--- src/rtl/tcm_dport_arb.sv ---
// Two-master round-robin arbiter for the TCM data port; an owner-ID FIFO
// routes in-order downstream responses back to the master that issued them.
module tcm_dport_arb #(
    parameter int unsigned TAG_W       = 11,
    parameter int unsigned OUTSTANDING = 2
) (
    input  logic             clk_i,
    input  logic             rst_i,
    input  logic [31:0]      m0_addr_i,
    input  logic [31:0]      m0_data_wr_i,
    input  logic             m0_rd_i,
    input  logic [3:0]       m0_wr_i,
    input  logic [TAG_W-1:0] m0_req_tag_i,
    input  logic             m0_flush_i,
    input  logic             m0_invalidate_i,
    input  logic             m0_writeback_i,
    output logic             m0_accept_o,
    output logic             m0_ack_o,
    output logic [31:0]      m0_data_rd_o,
    output logic [TAG_W-1:0] m0_resp_tag_o,
    output logic             m0_error_o,
    input  logic [31:0]      m1_addr_i,
    input  logic [31:0]      m1_data_wr_i,
    input  logic             m1_rd_i,
    input  logic [3:0]       m1_wr_i,
    output logic             m1_accept_o,
    output logic             m1_ack_o,
    output logic             m1_error_o,
    output logic [31:0]      m1_data_rd_o,
    output logic [31:0]      mem_addr_o,
    output logic [31:0]      mem_data_wr_o,
    output logic             mem_rd_o,
    output logic [3:0]       mem_wr_o,
    output logic [TAG_W-1:0] mem_req_tag_o,
    output logic             mem_flush_o,
    output logic             mem_invalidate_o,
    output logic             mem_writeback_o,
    input  logic             mem_accept_i,
    input  logic             mem_ack_i,
    input  logic             mem_error_i,
    input  logic [31:0]      mem_data_rd_i,
    input  logic [TAG_W-1:0] mem_resp_tag_i,
    output logic             err_unexp_o
);

    localparam int unsigned PtrW = $clog2(OUTSTANDING);
    localparam int unsigned CntW = PtrW + 1;

    logic [OUTSTANDING-1:0] owner_q, owner_d;
    logic [PtrW-1:0]        wr_ptr_q, wr_ptr_d, rd_ptr_q, rd_ptr_d;
    logic [CntW-1:0]        count_q, count_d;
    logic                   prio_q, prio_d;
    logic                   err_q, err_d;

    logic req0, req1, gnt0, gnt1, full, empty, issue, pop, head_owner;

    // full is purely registered so an ack never feeds back into accept.
    always_comb begin
        req0       = m0_rd_i | (|m0_wr_i) | m0_flush_i | m0_invalidate_i | m0_writeback_i;
        req1       = m1_rd_i | (|m1_wr_i);
        gnt0       = req0 & (~req1 | ~prio_q);
        gnt1       = req1 & (~req0 | prio_q);
        full       = (count_q == CntW'(OUTSTANDING));
        empty      = (count_q == '0);
        issue      = (gnt0 | gnt1) & ~full & mem_accept_i;
        pop        = mem_ack_i & ~empty;
        head_owner = owner_q[rd_ptr_q];
    end

    always_comb begin
        mem_addr_o       = '0;
        mem_data_wr_o    = '0;
        mem_rd_o         = 1'b0;
        mem_wr_o         = '0;
        mem_req_tag_o    = '0;
        mem_flush_o      = 1'b0;
        mem_invalidate_o = 1'b0;
        mem_writeback_o  = 1'b0;
        if (gnt0 && !full) begin
            mem_addr_o       = m0_addr_i;
            mem_data_wr_o    = m0_data_wr_i;
            mem_rd_o         = m0_rd_i;
            mem_wr_o         = m0_wr_i;
            mem_req_tag_o    = m0_req_tag_i;
            mem_flush_o      = m0_flush_i;
            mem_invalidate_o = m0_invalidate_i;
            mem_writeback_o  = m0_writeback_i;
        end else if (gnt1 && !full) begin
            mem_addr_o    = m1_addr_i;
            mem_data_wr_o = m1_data_wr_i;
            mem_rd_o      = m1_rd_i;
            mem_wr_o      = m1_wr_i;
        end
    end

    always_comb begin
        m0_accept_o   = ~full & mem_accept_i & (~req1 | ~prio_q);
        m1_accept_o   = ~full & mem_accept_i & (~req0 | prio_q);
        m0_ack_o      = pop & ~head_owner;
        m1_ack_o      = pop & head_owner;
        m0_error_o    = m0_ack_o & mem_error_i;
        m1_error_o    = m1_ack_o & mem_error_i;
        m0_data_rd_o  = mem_data_rd_i;
        m1_data_rd_o  = mem_data_rd_i;
        m0_resp_tag_o = mem_resp_tag_i;
        err_unexp_o   = err_q;
    end

    always_comb begin
        owner_d  = owner_q;
        wr_ptr_d = wr_ptr_q;
        rd_ptr_d = rd_ptr_q;
        count_d  = count_q;
        prio_d   = prio_q;
        err_d    = err_q | (mem_ack_i & empty);
        if (issue) begin
            owner_d[wr_ptr_q] = gnt1;
            wr_ptr_d          = wr_ptr_q + PtrW'(1);
            prio_d            = ~gnt1;
        end
        if (pop) begin
            rd_ptr_d = rd_ptr_q + PtrW'(1);
        end
        if (issue && !pop) begin
            count_d = count_q + CntW'(1);
        end else if (!issue && pop) begin
            count_d = count_q - CntW'(1);
        end
    end

    always_ff @(posedge clk_i or negedge rst_i) begin
        if (!rst_i) begin
            owner_q  <= '0;
            wr_ptr_q <= '0;
            rd_ptr_q <= '0;
            count_q  <= '0;
            prio_q   <= 1'b0;
            err_q    <= 1'b0;
        end else begin
            owner_q  <= owner_d;
            wr_ptr_q <= wr_ptr_d;
            rd_ptr_q <= rd_ptr_d;
            count_q  <= count_d;
            prio_q   <= prio_d;
            err_q    <= err_d;
        end
    end

endmodule
--- config.mk ---
export PLATFORM = sky130hd
export DESIGN_NAME = tcm_dport_arb
export DESIGN_NICKNAME = d
export VERILOG_FILES = /design/src/rtl/tcm_dport_arb.sv
export SDC_FILE = /design/constraint.sdc
export NUM_CORES = 1
export LEC_CHECK = 0
export BUFFER_PORTS_ARGS = -buffer_cell sky130_fd_sc_hd__buf_2
export CAP_MARGIN = 15
export CORE_AREA = 2 2 141 143
export DETAILED_ROUTE_END_ITERATION = 16
export DIE_AREA = 0 0 143 145
export GPL_ROUTABILITY_DRIVEN = 0
export PLACE_DENSITY = 0.47
export SLEW_MARGIN = 20
export SYNTH_ARGS = -nofsm -noshare
export SYNTH_HDL_FRONTEND = slang
export SYNTH_SLANG_ARGS = --single-unit
--- constraint.sdc ---
create_clock -name clk_i -period 1.8 [get_ports clk_i]
set_clock_uncertainty 0.2 [all_clocks]
set_input_delay 0.27 -clock clk_i [delete_from_list [all_inputs] [get_ports clk_i]]
set_output_delay 0.27 -clock clk_i [all_outputs]
set_load 0.01 [all_outputs]
---- Word level (Yosys, flattened, before mapping) ----
Cells that the tools add are included.
storage, ports and cells
  register bits ........................... 8
  input bits .............................. 200
  output and inout bits ................... 165
cells by class
  add/subtract/negate cells ............... 4
  magnitude comparators ................... 3
  equality and inequality tests ........... 1
  muxes and demuxes ....................... 19
  bitwise operators ....................... 29
  reductions and logical operators ........ 12
operators by type and width
  operator               count
  $mux W32               4
  $and A1 B1 Y1          13
  $mux W11               1
  $or A1 B1 Y1           9
  $mux W1                8
  $mux W4                2
  $reduce_or A4 Y1       2
  $not A1 Y1             7
  $logic_and A1 B1 Y1    5
  $lt A1 B2 Y1 const B   2
  $mux W2                2
  $logic_not A1 Y1       3
  $add A1 B1 Y1 const B  2
  $add A2 B1 Y2 const B  1
  $bwmux W2              1
  $eq A2 B2 Y1 const B   1
  $logic_not A2 Y1       1
  $reduce_bool A2 Y1     1
  $sub A2 B1 Y2 const B  1
  $demux W1 S1           1
  $ge A1 B1 Y1 const B   1

---- Depth between registers and ports, before layout ----
  word-level depth ........................ 15
  gate-level depth with buffers ........... 8
  mapped depth without buffers ............ 7

---- Least setup slack after synthesis ----
OpenSTA, ideal clock, no wires.
  kind .................................... input-to-output
  start point ............................. input port m0_wr_i[0]
  end point ............................... output port mem_addr_o[0]
  data arrival time ....................... 1.459 ns
  setup slack ............................. -0.129 ns
  stages on the path ...................... 5
  buffers on the path ..................... 1
  cells stage by stage .................... nor4_4 -> a21oi_2 -> nor3_4 -> buf_6 -> a22o_1
between the ends
  longest elaborated chain between the ends .. 11
  elaborated cells between the ends (all ways) .. 13
RTL lines
  what                            line  RTL
  start, declared                 12    input logic [3:0] m0_wr_i,
  $reduce_or A4 Y1 (*)            59    req0 = m0_rd_i | (|m0_wr_i) | m0_flush_i | m0_invalidate_i | m0_writeback_i;
  $or A1 B1 Y1 (*) (4 in series)  59
  $not A1 Y1                      62    gnt1 = req1 & (~req0 | prio_q);
  $or A1 B1 Y1                    62
  $and A1 B1 Y1                   62
  $logic_and A1 B1 Y1             88    end else if (gnt1 && !full) begin
  $mux W32                        88
  $mux W32 (*)                    79    if (gnt0 && !full) begin
  end, declared                   30    output logic [31:0] mem_addr_o,
Mark *: on every way between the ends. The rest lies on a longest branch, timed or not.

---- Worst setup path after layout ----
  start point ............................. register count_q[1]
  end point ............................... output port mem_addr_o[13]
between the ends
  longest elaborated chain between the ends .. 5
  elaborated cells between the ends (all ways) .. 6
RTL lines
  what                    line    RTL
  start, declared         51      logic [CntW-1:0] count_q, count_d;
  start signal, assigned  143     count_q <= count_d;
  $eq A2 B2 Y1 (*)        63      full = (count_q == CntW'(OUTSTANDING));
  $logic_not A1 Y1 (*)    79, 88
  $logic_and A1 B1 Y1     88
  $mux W32                88
  $mux W32 (*)            79
Marked as above.

==> run_results.csv <==
group,metric,value,unit
status,status,"finished, violations left",
status,violations,"setup timing",
sta,finalCritPeriodShare,1.21,
layout,regArea,200,µm²
logic_synthesis,yosysTopAreaCellShare,0.308,
grt,antenna_found_initial,0,
cts,clockRootBuffer,"clkbuf_16",
logic_synthesis,synth_fp_nets,424,
layout,area_growth,93.9,%
setup_path,required,1330,ps
logic_synthesis,synth-seq-cells,8,
sta,fmax,460,MHz
sta,hold_violations,0,
setup_path,cp_max_fo,22,
sta,setup_viol,86,
min_path,hold_start,"mem_ack_i",
layout,drive_above_1_share,0.743,
layout,postLayoutCellArea,3640,µm²
cts,h-tree-depth,1,
floorplanning,fp.dieH,145,µm
power,ir_drop,0.528,mV
drt,drt_wl_total,9410,µm
sta,rsz0062_at_grt,"true",
sta,slew_headroom,0.833,
logic_synthesis,ys.warnings.count,0,
floorplanning,rows,51,
sta,fin_ws,-373,ps
logic_synthesis,ys.flop_type,"dfrtp_1",
logic_synthesis,syn_area,1880,µm²
sta,worst_slew_pin_slew,245,ps
floorplanning,core_area,19200,µm²
grt,top_usage_layer,"met2",
power,p_leak,1.95,nW
cts,cts_inserted_buffers,3,
setup_path,cp.arrival,1700,ps
floorplanning,dieArea,20700,µm²
layout,fin_nets,624,
grt,grtUsageTotal,0.0763,
place,hpwl,7000,µm
layout,antenna_cells,0,
layout,multi_input_area,1110,µm²
power,p_per_area,1800,nW/µm²
min_path,hp-class,"in2reg",
drt,avgRoutedWirePerCell,13.7,µm
logic_synthesis,synth.distinct_cells,32,
sta,period_needed,2170,ps
cts,clockBufferDepth,2,
setup_path,startpoint_type,"flop",
drt,ant_nets,0,
logic_synthesis,synth_area_per_cell,8.41,µm²
grt,grtUsageMet1,0.0789,
setup_path,reg2reg_from,"count_q[0]",
drt,first_pass_iters,4,
grt,grt_use_met2,0.149,
grt,grt_max_degree,23,
cts,clock_latency,230,ps
sta,drv_slew,0,
run,cap_violations,0,
setup_path,path_class,"reg2out",
logic_synthesis,synth_area_leaders,"a22o_1, buf_4, dfrtp_1",
drt,vias,2417,
place,dpl_cell_area,3020,µm²
logic_synthesis,synth_commonest_cells,"buf_4, a22o_1, and2_1",
cts,clk_pin_slew,40,ps
logic_synthesis,ys_seq_area_frac,0.107,
grt,grt_pass1_wl,12200,µm
logic_synthesis,yosysTopAreaCell,"a22o_1",
floorplanning,io-pin-count,365,
logic_synthesis,async_flop_share,1.00,
setup_path,worstSetupEndpointType,"primary output",
grt,met3_usage,0.0208,
layout,final_util,0.189,
cts,cts_tree,"done",
cts,cts.sinks,8,
grt,overflow,0,
drt,drc_errors,0,
logic_synthesis,synth.most_common_cell,"buf_4",
grt,first_global_vias,2360,
sta,fin_setup_tns,-26670,ps
logic_synthesis,synth-edff-count,0,
layout,fillers,2129,
drt,first_iter_violations,83,
logic_synthesis,synth_cells,223,
setup_path,crit_path_start,"count_q[1]",
floorplanning,die_w,143,µm
floorplanning,start_util,0.0976,
drt,vias_per_cell,3.52,
place,portBuffers,246,
[cells by family (layout without fill, tap and decap cells)]
kind of cell             Yosys count  after routing  share of synthesized area
adder cells (fa/ha/maj)            1              1                    0.00667
XOR/XNOR                           5              5                     0.0234
AND/OR/NAND/NOR                   38             38                      0.136
flip-flops                         8              8                      0.107
multiplexers                       1              1                    0.00534
AO/OA/AOI/OAI                     79             79                      0.360
buffers and inverters             91            289                      0.362
[layer usage]
layer	up-vias	share of wire
li1	1147	-
met1	1027	0.37
met2	232	0.50
met3	11	0.12
met4	0	0.0092
met5	-	0
[final timing paths]
kind | cells past startpoint | slack (ps) | endpoint
setup / recovery | 7 | -370 | mem_addr_o[13]
hold / removal | 2 | 80 | err_unexp_o
setup reg to reg | 8 | -10 | count_q[1]
hold reg to reg | 1 | 250 | err_unexp_o
max in group asynchronous | 2 | 1030 | count_q[0]
min in group asynchronous | 2 | 210 | err_unexp_o
[cells in the final DEF (no fill, tap or decap), drive strengths merged, types with 2 or more instances in the layout]
cell | netlist | routed
o31ai | 2 | 2
xor2 | 2 | 2
xnor2 | 3 | 3
and2 | 16 | 16
nor2b | 2 | 2
a22o | 69 | 69
buf | 87 | 282
nor2 | 8 | 8
nor4 | 2 | 2
nor3 | 5 | 5
o21ai | 3 | 3
dfrtp | 8 | 8
a21oi | 2 | 2
clkbuf | 3 | 5
[state kept, by name (all words and copies together), names as in the netlist]
name	flops
rd_ptr_q	1
prio_q	1
owner_q	2
wr_ptr_q	1
err_unexp_o	1
count_q	2
[repair_timing]
action / 4_1_cts / 5_1_grt
endpoints found under the hold margin: 8 / 0
gates cloned: 5 / 2
pin swaps: 18 / 15
buffers inserted: 10 / 6
hold buffers: 1 / 0
gates resized for setup: 37 / 23
setup endpoints to repair: 85 / 91
[critical path, cell delays in order, from the launching register on]
cell and delay [ps]:
dfrtp_1 360, nor2b_4 140, buf_6 120, nor3_4 190, buf_6 160, buf_12 160
a22o_1 180, buf_2 140
[report_power, final]
part	internal [W]	switching, W	leakage, nW
sequential	0.000266	0.0000680	0.0913
combinational	0.00320	0.00264	1.82
clock	0.000286	0.0000800	0.0370
total	0.00376	0.00279	1.95
[area by class of cell]
| type | count | share of cell area |
|---|---|---|
| Clock buffer | 3 | 0.0206 |
| Timing Repair Buffer | 285 | 0.527 |
| Sequential cell | 8 | 0.0550 |
| Multi-Input combinational cell | 124 | 0.305 |
| Inverter | 1 | 0.00103 |
| Tap cell | 265 | 0.0912 |
[metrics by stage]
| step | hold WS [ps] | setup slack [ps] | power, W | cells |
|---|---|---|---|---|
| final | 84.1 | -373 | 0.00654 | 686 |
| after global routing | 101 | -454 | 0.00697 | 686 |
| after CTS | 75.5 | -391 | 0.00623 | 683 |
| after detailed placement | -77.3 | -433 | 0.00466 | 666 |
| after global placement | -79.1 | -421 | 0.00471 | 666 |
| after floorplan | -226 | -105 | 0.00299 | 223 |
Power figures use the tool's default switching activity.
